### src/rtl/alu_pkg.sv
// Shared opcode encoding, default datapath width and buffer states for the
// ALU arbiter slice.
package alu_pkg;

   localparam int ALU_WIDTH = 8;

   typedef enum logic [2:0] {
      OP_AND     = 3'd0,
      OP_SUB     = 3'd1,
      OP_ADD     = 3'd2,
      OP_OR      = 3'd3,
      OP_XOR     = 3'd4,
      OP_SHIFT   = 3'd5,
      OP_SHIFTSE = 3'd6,
      OP_MUL     = 3'd7
   } alu_op_e;

   typedef enum logic {
      ST_EMPTY = 1'b0,
      ST_FULL  = 1'b1
   } buf_state_e;

endpackage

### src/rtl/alu.sv
// Combinational ALU: logic ops, add/sub with carry/borrow, signed-amount
// shifts and a truncating unsigned multiply with overflow flag.
module alu
   import alu_pkg::*;
#(
   parameter int WIDTH = ALU_WIDTH
) (
   input  logic [2:0]       op,
   input  logic [WIDTH-1:0] a,
   input  logic [WIDTH-1:0] b,
   output logic [WIDTH-1:0] result,
   output logic             carry
);

   logic [WIDTH:0]     sum;
   logic [WIDTH:0]     dif;
   logic [2*WIDTH-1:0] prod;
   logic               neg;
   logic [WIDTH-1:0]   mag;

   assign sum  = {1'b0, a} + {1'b0, b};
   assign dif  = {1'b0, a} - {1'b0, b};
   assign prod = {{WIDTH{1'b0}}, a} * {{WIDTH{1'b0}}, b};

   // b is a signed shift amount; |b| is carried unsigned so -2^(W-1) still fits.
   // Native shifts already give 0 / sign fill for amounts >= WIDTH.
   assign neg = b[WIDTH-1];
   assign mag = neg ? (~b + 1'b1) : b;

   always_comb begin
      result = '0;
      carry  = 1'b0;
      case (op)
         OP_AND:  result = a & b;
         OP_SUB: begin
            result = dif[WIDTH-1:0];
            carry  = dif[WIDTH];
         end
         OP_ADD: begin
            result = sum[WIDTH-1:0];
            carry  = sum[WIDTH];
         end
         OP_OR:   result = a | b;
         OP_XOR:  result = a ^ b;
         OP_SHIFT: begin
            if (neg) result = a >> mag;
            else     result = a << mag;
         end
         OP_SHIFTSE: begin
            if (neg) result = $signed(a) >>> mag;
            else     result = a << mag;
         end
         OP_MUL: begin
            result = prod[WIDTH-1:0];
            carry  = |prod[2*WIDTH-1:WIDTH];
         end
         default: begin
            result = '0;
            carry  = 1'b0;
         end
      endcase
   end

endmodule

### src/rtl/alu_arbiter.sv
// Two-requester round-robin front end for a shared ALU with a one-entry
// result register; back-to-back transfers sustain one result per cycle.
module alu_arbiter
   import alu_pkg::*;
#(
   parameter int WIDTH = ALU_WIDTH
) (
   input  logic             clk,
   input  logic             reset,
   input  logic             req0_valid,
   output logic             req0_ready,
   input  logic [2:0]       req0_op,
   input  logic [WIDTH-1:0] req0_a,
   input  logic [WIDTH-1:0] req0_b,
   input  logic             req1_valid,
   output logic             req1_ready,
   input  logic [2:0]       req1_op,
   input  logic [WIDTH-1:0] req1_a,
   input  logic [WIDTH-1:0] req1_b,
   output logic             rsp_valid,
   input  logic             rsp_ready,
   output logic             rsp_id,
   output logic [WIDTH-1:0] rsp_result,
   output logic             rsp_carry,
   output logic             rsp_zero
);

   buf_state_e       state_q, state_d;
   logic             last_grant_q;
   logic             accept;
   logic             grant0, grant1;
   logic             xfer;
   logic [2:0]       mux_op;
   logic [WIDTH-1:0] mux_a, mux_b;
   logic [WIDTH-1:0] alu_result;
   logic             alu_carry;

   // Ties go to whichever requester did not win the previous transfer.
   assign grant0 = req0_valid && (!req1_valid || last_grant_q);
   assign grant1 = req1_valid && !grant0;

   assign mux_op = grant1 ? req1_op : req0_op;
   assign mux_a  = grant1 ? req1_a  : req0_a;
   assign mux_b  = grant1 ? req1_b  : req0_b;

   alu #(.WIDTH(WIDTH)) u_alu (
      .op     (mux_op),
      .a      (mux_a),
      .b      (mux_b),
      .result (alu_result),
      .carry  (alu_carry)
   );

   always_comb begin
      state_d    = state_q;
      accept     = (state_q == ST_EMPTY) || rsp_ready;
      // reset is asynchronous, so readies are masked directly rather than
      // relying on the state register alone.
      req0_ready = !reset && accept && grant0;
      req1_ready = !reset && accept && grant1;
      xfer       = req0_ready || req1_ready;
      if (xfer)           state_d = ST_FULL;
      else if (rsp_ready) state_d = ST_EMPTY;
   end

   always_ff @(posedge clk or posedge reset) begin
      if (reset) begin
         state_q      <= ST_EMPTY;
         last_grant_q <= 1'b1;
      end else begin
         state_q <= state_d;
         if (xfer) last_grant_q <= grant1;
      end
   end

   // Result register loads only on a transfer, so it is frozen while held.
   always_ff @(posedge clk or posedge reset) begin
      if (reset) begin
         rsp_id     <= 1'b0;
         rsp_result <= '0;
         rsp_carry  <= 1'b0;
         rsp_zero   <= 1'b0;
      end else if (xfer) begin
         rsp_id     <= grant1;
         rsp_result <= alu_result;
         rsp_carry  <= alu_carry;
         rsp_zero   <= (alu_result == '0);
      end
   end

   assign rsp_valid = (state_q == ST_FULL);

endmodule
### config.mk
export PLATFORM = sky130hd
export DESIGN_NAME = alu_arbiter
export DESIGN_NICKNAME = d
export VERILOG_FILES = /design/src/rtl/alu_pkg.sv /design/src/rtl/alu.sv /design/src/rtl/alu_arbiter.sv
export SDC_FILE = /design/constraint.sdc
export NUM_CORES = 1
export LEC_CHECK = 0
export BUFFER_PORTS_ARGS = -buffer_cell sky130_fd_sc_hd__buf_2
export CAP_MARGIN = 30
export CORE_MARGIN = 10
export CORE_UTILIZATION = 67
export CTS_BUF_LIST = sky130_fd_sc_hd__clkbuf_16
export DETAILED_ROUTE_END_ITERATION = 7
export PLACE_DENSITY = 0.89
export SYNTH_ARGS = -nofsm -noshare
export SYNTH_HDL_FRONTEND = slang
export SYNTH_SLANG_ARGS = --single-unit
### constraint.sdc
create_clock -name clk -period 10.1 [get_ports clk]
set_clock_uncertainty 0.15 [all_clocks]
set_input_delay 0.505 -clock clk [delete_from_list [all_inputs] [get_ports clk]]
set_output_delay 0.505 -clock clk [all_outputs]
set_load 0.01 [all_outputs]
==> results of run 1 <==
per-layer routing:
metal  wire length, um  vias to the layer above  GRT usage, %
li1                  -                     2558             -
met1              7091                     2669         38.97
met2              7562                      448         43.65
met3              2486                       76         8.648
met4               808                        2         12.08
met5                47                        -         3.361
critical path, cell delays in order, from the launching register on:
cell and delay [ns]:
dfstp_2 0.55, a21bo_2 0.13, buf_4 0.51, nand2_1 0.11, nand2_1 0.28, ha_1 0.30, inv_1 0.11, fa_1 0.52
inv_1 0.05, ha_1 0.28, inv_1 0.06, fa_1 0.51, fa_1 0.57, inv_1 0.05, ha_1 0.30, inv_1 0.06
o21bai_1 0.23, xor2_1 0.17, a221oi_1 0.29, nand4_1 0.14, o32ai_1 0.29, o21ai_0 0.17, o31ai_2 0.19
layout make-up:
cell class,instances,share of cell area [%]
Multi-Input combinational cell,581,80.20
Sequential cell,13,5.617
Timing Repair Buffer,60,5.337
Tap cell,102,2.195
Clock buffer,3,1.291
Inverter,82,5.294
Clock inverter,1,0.06456
layout by cell type, fill, tap and decap left out, types with 4 or more instances in the layout:
cell      instances
o21bai_1         10
nor3b_1           6
o31ai_1           6
dfrtp_1          12
mux2_2           17
a21o_1           13
nand4_1           7
nor2b_1          11
mux2i_1          44
a31oi_1          11
o21ai_0          33
nand3b_1          4
ha_1             61
a21oi_1          38
nor2_1           60
o211ai_1          4
and2_1            4
nor3_1           14
nand2_1          88
fa_1             38
a211oi_1         11
o21a_1            5
a22oi_1           7
buf_4             4
inv_1            81
nand2b_1         10
xnor2_1           7
nand3_1          12
buf_2            56
synth_stat cells, types with 4 or more instances:
master / count
a211oi_1: 11
a21o_1: 13
a21oi_1: 38
a22oi_1: 7
a31oi_1: 11
and2_1: 4
buf_2: 9
clkbuf_1: 10
dfrtp_1: 12
fa_1: 38
ha_1: 61
inv_1: 80
mux2_2: 17
mux2i_1: 44
nand2_1: 88
nand2b_1: 10
nand3_1: 12
nand3b_1: 4
nand4_1: 7
nor2_1: 60
nor2b_1: 11
nor3_1: 14
nor3b_1: 6
o211ai_1: 4
o21a_1: 5
o21ai_0: 33
o21bai_1: 10
o31ai_1: 6
xnor2_1: 7
registers in the layout, summed over array words and instances (netlist names):
register / flops
rsp_carry: 1
rsp_id: 1
rsp_zero: 1
last_grant_q: 1
rsp_valid: 1
rsp_result: 8
logic make-up after synthesis:
group           Yosys count  share of synthesized area, %
fa+ha+maj                99                         28.05
xor+xnor                 10                         1.612
flops                    13                         6.011
simple gates            224                         18.79
compound gates          180                         23.28
mux                      68                         14.09
buf+inv                 108                         8.153
worst max-delay path by stage:
stage,startpoint,end,slack [ns],depth (start not counted)
global placement,req1_valid,rsp_carry,4.06,23
finish,last_grant_q,rsp_zero,3.96,22
CTS,last_grant_q,rsp_zero,4.04,22
floorplan,req1_valid,rsp_carry,4.36,26
global route,last_grant_q,rsp_zero,3.71,22
detailed placement,req1_valid,rsp_zero,3.93,23
stage by stage:
stage	total power [mW]	hold slack [ns]
global placement	0.9582	0.3053
global route	1.211	0.1836
detailed placement	1.005	0.3128
CTS	1.088	0.1598
finish	1.103	0.1411
floorplan	0.7642	0.2395
power by group through the flow:
stage,Sequential [mW],Combinational [mW],Clock [mW]
6_report,0.0848,0.942,0.0763
5_1_grt,0.0875,1.05,0.0776
4_1_cts,0.0846,0.927,0.0765
3_5_place_dp,0.0853,0.919,0
3_3_place_gp,0.0842,0.874,0
2_1_floorplan,0.0927,0.672,0
==> impl_metrics.csv, run 1 <==
group,metric,value,unit
status,outcome,"finished clean",
worst_setup_path,reg2reg_from,"last_grant_q",
global_routing,antenna_found_initial,0,
clock_tree,cts_tree,"done",
synth,synth_seq_cells,13,
synth,synth_area,0.005433,mm^2
power_and_ir_drop,power_density,189.7,mW/mm^2
route,vias,5753,
global_routing,grt_pass1_vias,5603,
finish,final_net_count,883,
route,routedWlPerCell,21.37,um
finish,final-seq-area,326.6,um^2
worst_setup_path,reg2reg_depth,22,
die,die_w,110.0,um
clock_tree,cts_buffer_depth,2,
route,drt_iter0_drc,720,
finish,fill_cells,595,
synth,yosys_warnings,0,
synth,synth_nets,844,
clock_tree,htreeDepth,1,
sta,slew_violations,0,
global_routing,grt_max_degree,50,
clock_tree,cts_sinks,13,
placed_design,hpwl,14.71,mm
flow_run,cap_violations,0,
power_and_ir_drop,leakage,2.847,nW
synth,ys.flop_type,"dfrtp_1",
clock_tree,cts.repair.resized,0,
worst_setup_path,path_class,"reg2reg",
die,core-area,0.007807,mm^2
clock_tree,cts_hold_buf,0,
synth,yosys-top-cells-area,"ha_1 14%, fa_1 14%, mux2i_1 8.1%, nand2_1 6.1%, dfrtp_1 5.5%",
route,first_pass_iters,8,
placed_design,place_ws,3.929,ns
placed_design,gp_congestion,1.072,
power_and_ir_drop,seqPwrFrac,7.7,%
sta,min_period_over_period,60.77,%
worst_setup_path,start_kind,"flip-flop",
finish,stdcell_count,842,
global_routing,overflow,0,
placed_design,dp.cells,837,
worst_setup_path,endpoint_kind,"flip-flop",
synth,synthArstFlopShare,100.0,%
die,fp.dieArea,0.01211,mm^2
clock_tree,clockRootBuffer,"clkbuf_16",
clock_tree,clk_pin_slew,0.05,ns
sta,worst_pin_slew,0.8951,ns
route,ant_nets,0,
clock_tree,cts_buffers,3,
worst_setup_path,worstPathArrival,6.15,ns
sta,fin_setup_tns,0,ns
route,drt-total-wl,18.00,mm
synth,synth_top_area_cell,"ha_1",
finish,fin_util,74.47,%
synth,syn_avg_cell_area,7.739,um^2
worst_setup_path,reg2reg_setup_slack,3.96,ns
synth,yosys.cell_types.count,74,
sta,period_minus_slack,6.138,ns
synth,synth.top_cell.area_share,14.05,%
die,initial_core_util,69.58,%
sta,relSlewSlack,38.62,%
finish,fin_area,0.005814,mm^2
sta,rsz0062_at_grt,"no",
placed_design,io_buffers,56,
power_and_ir_drop,switching_share,54.97,%
power_and_ir_drop,internal-power,0.4966,mW
route,vias_per_cell,6.833,
die,ioPinCount,57,
finish,area_growth,7.024,%
clock_tree,cts_setup_buffers,0,
power_and_ir_drop,peakVddDrop,290.0,uV
die,chipHeight,110.0,um
finish,drive_gt1_share,13.24,%
sta,worst_slack,3.962,ns
synth,synth_edf_count,0,
global_routing,track_usage,29.46,%
finish,diodes,0,
power_and_ir_drop,power_frac_comb,85.4,%
clock_tree,insertion_delay,0.24,ns
min_path,hp-class,"in2async",
synth,synth_cells,702,
worst_setup_path,required,10.11,ns
sta,hold_violations,0,
sta,fmax,0.1629,GHz
die,rows,32,
route,drc_errors,0,
global_routing,grt_pass1_wl,28.49,mm
sta,setup_viol,0,
power_and_ir_drop,p_switching,0.6062,mW
synth,ys_seq_area_share,6.011,%
worst_setup_path,r2r_end,"rsp_zero",
power_and_ir_drop,pwr-share-clk,6.9,%
worst_setup_path,cp_max_fo,49,
placed_design,place_area,0.005728,mm^2
finish,multi_input_area,0.004663,mm^2
Note: power is estimated with default switching activity, not from simulation.
==> run 2: changes to the inputs <==
Settings changed: CORE_UTILIZATION 67 to 62, PLACE_DENSITY 0.89 to 0.83.
Clock period 10.1 ns to 5.95 ns, I/O delays scaled along.
==> run 2 against run 1 <==
Compared with the run above:
- cell count is 3.1% higher
- maximum frequency is 9.4% higher
- critical path depth is 2 lower
- flip-flop and latch count stayed put
- die area is 6.6% higher
- global-route usage is 0.66 points lower
- clock power is 65% higher
- cell area is 3.5% higher
- first-iteration DRC count is 3.6% higher
- critical endpoint is now rsp_carry
==> impl_metrics.csv, run 2 (synthesized netlist as in run 1, its figures left out) <==
group,metric,value,unit
worst_setup_path,start_kind,"flip-flop",
die,ioPinCount,57,
sta,min_period_over_period,94.29,%
flow_run,cap_violations,0,
die,initial_core_util,62.91,%
worst_setup_path,required,5.91,ns
worst_setup_path,worstPathArrival,5.57,ns
sta,fin_setup_tns,0,ns
worst_setup_path,reg2reg_depth,20,
finish,fin_util,69.70,%
finish,mostFrequentLayoutCells,"83 x nand2_1, 80 x inv_1, 61 x ha_1",
min_path,hold_depth,2,
worst_setup_path,r2r_end,"rsp_carry",
clock_tree,htreeDepth,1,
sta,hold_violations,0,
sta,setup_viol,0,
clock_tree,cts_setup_buffers,0,
sta,fmax,0.1783,GHz
die,fp.dieArea,0.01291,mm^2
finish,final_net_count,903,
status,outcome,"finished clean",
finish,area_growth,10.80,%
power_and_ir_drop,leakage,2.947,nW
placed_design,io_buffers,56,
placed_design,place_ws,0.1200,ns
clock_tree,clk_pin_slew,0.04,ns
global_routing,grt_pass1_wl,30.37,mm
finish,layout_commonest_cell,"nand2_1",
clock_tree,insertion_delay,0.24,ns
placed_design,place_area,0.005886,mm^2
clock_tree,cts_buffer_depth,2,
min_path,hp-class,"in2reg",
worst_setup_path,reg2reg_from,"last_grant_q",
min_path,hold_path_startpoint,"rsp_ready",
route,first_pass_iters,6,
clock_tree,cts_tree,"done",
global_routing,antenna_found_initial,0,
placed_design,hpwl,15.48,mm
die,core-area,0.008636,mm^2
power_and_ir_drop,peakVddDrop,502.0,uV
sta,worst_slack,0.3399,ns
clock_tree,cts_buffers,3,
power_and_ir_drop,power_density,317.8,mW/mm^2
finish,drive_gt1_share,16.45,%
global_routing,overflow,0,
min_path,hold_end,"rsp_valid",
worst_setup_path,endpoint_kind,"flip-flop",
global_routing,grt_pass1_vias,5885,
route,routedWlPerCell,22.10,um
route,drt_iter0_drc,746,
sta,slew_violations,0,
finish,fin_area,0.006020,mm^2
sta,worst_pin_slew,0.9226,ns
route,ant_nets,0,
finish,top_register,"rsp_result",
sta,rsz0062_at_grt,"no",
global_routing,track_usage,28.80,%
finish,diodes,0,
route,vias_per_cell,6.682,
worst_setup_path,reg2reg_setup_slack,0.34,ns
route,drc_errors,0,
global_routing,grt_max_degree,23,
clock_tree,cts_sinks,13,
route,drt-total-wl,19.18,mm
placed_design,gp_congestion,1.034,
worst_setup_path,path_class,"reg2reg",
die,rows,34,
finish,largest_reg_flops,8,
die,die_w,113.6,um
sta,period_minus_slack,5.610,ns
route,vias,5800,
sta,relSlewSlack,36.73,%
clock_tree,clockRootBuffer,"clkbuf_16",
die,chipHeight,113.6,um
worst_setup_path,cp_max_fo,16,
run 2: changes by cell type in the layout (fill, tap and decap cells not counted), sizes merged:
cell / change
clkinvlp: +1
inv: -1
buf: +19
dlygate4sd3: +1
run 2: worst max-delay path by stage:
stage / start / endpoint / slack, ns
2_1_floorplan: last_grant_q / rsp_carry / 0.23
3_3_place_gp: req0_valid / rsp_carry / 0.23
3_5_place_dp: req0_valid / rsp_carry / 0.12
4_1_cts: last_grant_q / rsp_carry / 0.11
5_1_grt: last_grant_q / rsp_zero / 0.05
6_report: last_grant_q / rsp_carry / 0.34
run 2: repair_timing:
item | in CTS | in global routing
hold buffers | 1 | 0
setup endpoints to repair | 0 | 2
endpoints found under the hold margin | 12 | 0
gates resized for setup | 0 | 10
run 2: worst max-delay path, stage by stage, from the launching register on:
cell and delay (ns):
dfstp_2 0.59, a21bo_4 0.29, mux2_4 0.42, clkinvlp_4 0.19
nor2_1 0.08, ha_1 0.21, fa_1 0.48, ha_1 0.30
inv_1 0.06, fa_1 0.53, inv_1 0.06, ha_1 0.30
a21o_1 0.18, a21oi_1 0.25, o21bai_1 0.09, a21oi_1 0.29
o21bai_1 0.11, a21oi_1 0.17, mux2_2 0.36, o41ai_2 0.25
a21oi_1 0.10
run 2: power by group:
part           switching, mW  internal (mW)
Sequential            0.0213          0.124
Clock                 0.0376         0.0887
Combinational          0.983          0.658
run 2: stage by stage:
step | total power [mW] | instances | hold WS, ns
6_report | 1.913 | 868 | 0.1004
2_1_floorplan | 1.297 | 702 | 0.03200
4_1_cts | 1.867 | 868 | 0.1011
3_5_place_dp | 1.731 | 863 | 0.2025
5_1_grt | 2.108 | 868 | 0.1186
3_3_place_gp | 1.647 | 863 | 0.1845
run 2: area by class of cell:
| class | count | area (um^2) |
|---|---|---|
| clock inverters | 1 | 3.754 |
| clock buffers | 3 | 75.07 |
| well taps | 108 | 135.1 |
| fillers | 751 | 2616 |
| inverters | 82 | 311.5 |
| multi-input cells | 581 | 4705 |
| repair buffers | 80 | 462.9 |
| flip-flops and latches | 13 | 326.6 |
run 2: layer usage:
metal | GRT usage [%] | vias up | share of wire [%]
met5 | 0 | - | 0
met3 | 4.252 | 97 | 8.7
met2 | 48.61 | 354 | 47
met1 | 34.27 | 2752 | 38
li1 | - | 2597 | -
met4 | 15.99 | 0 | 5.7
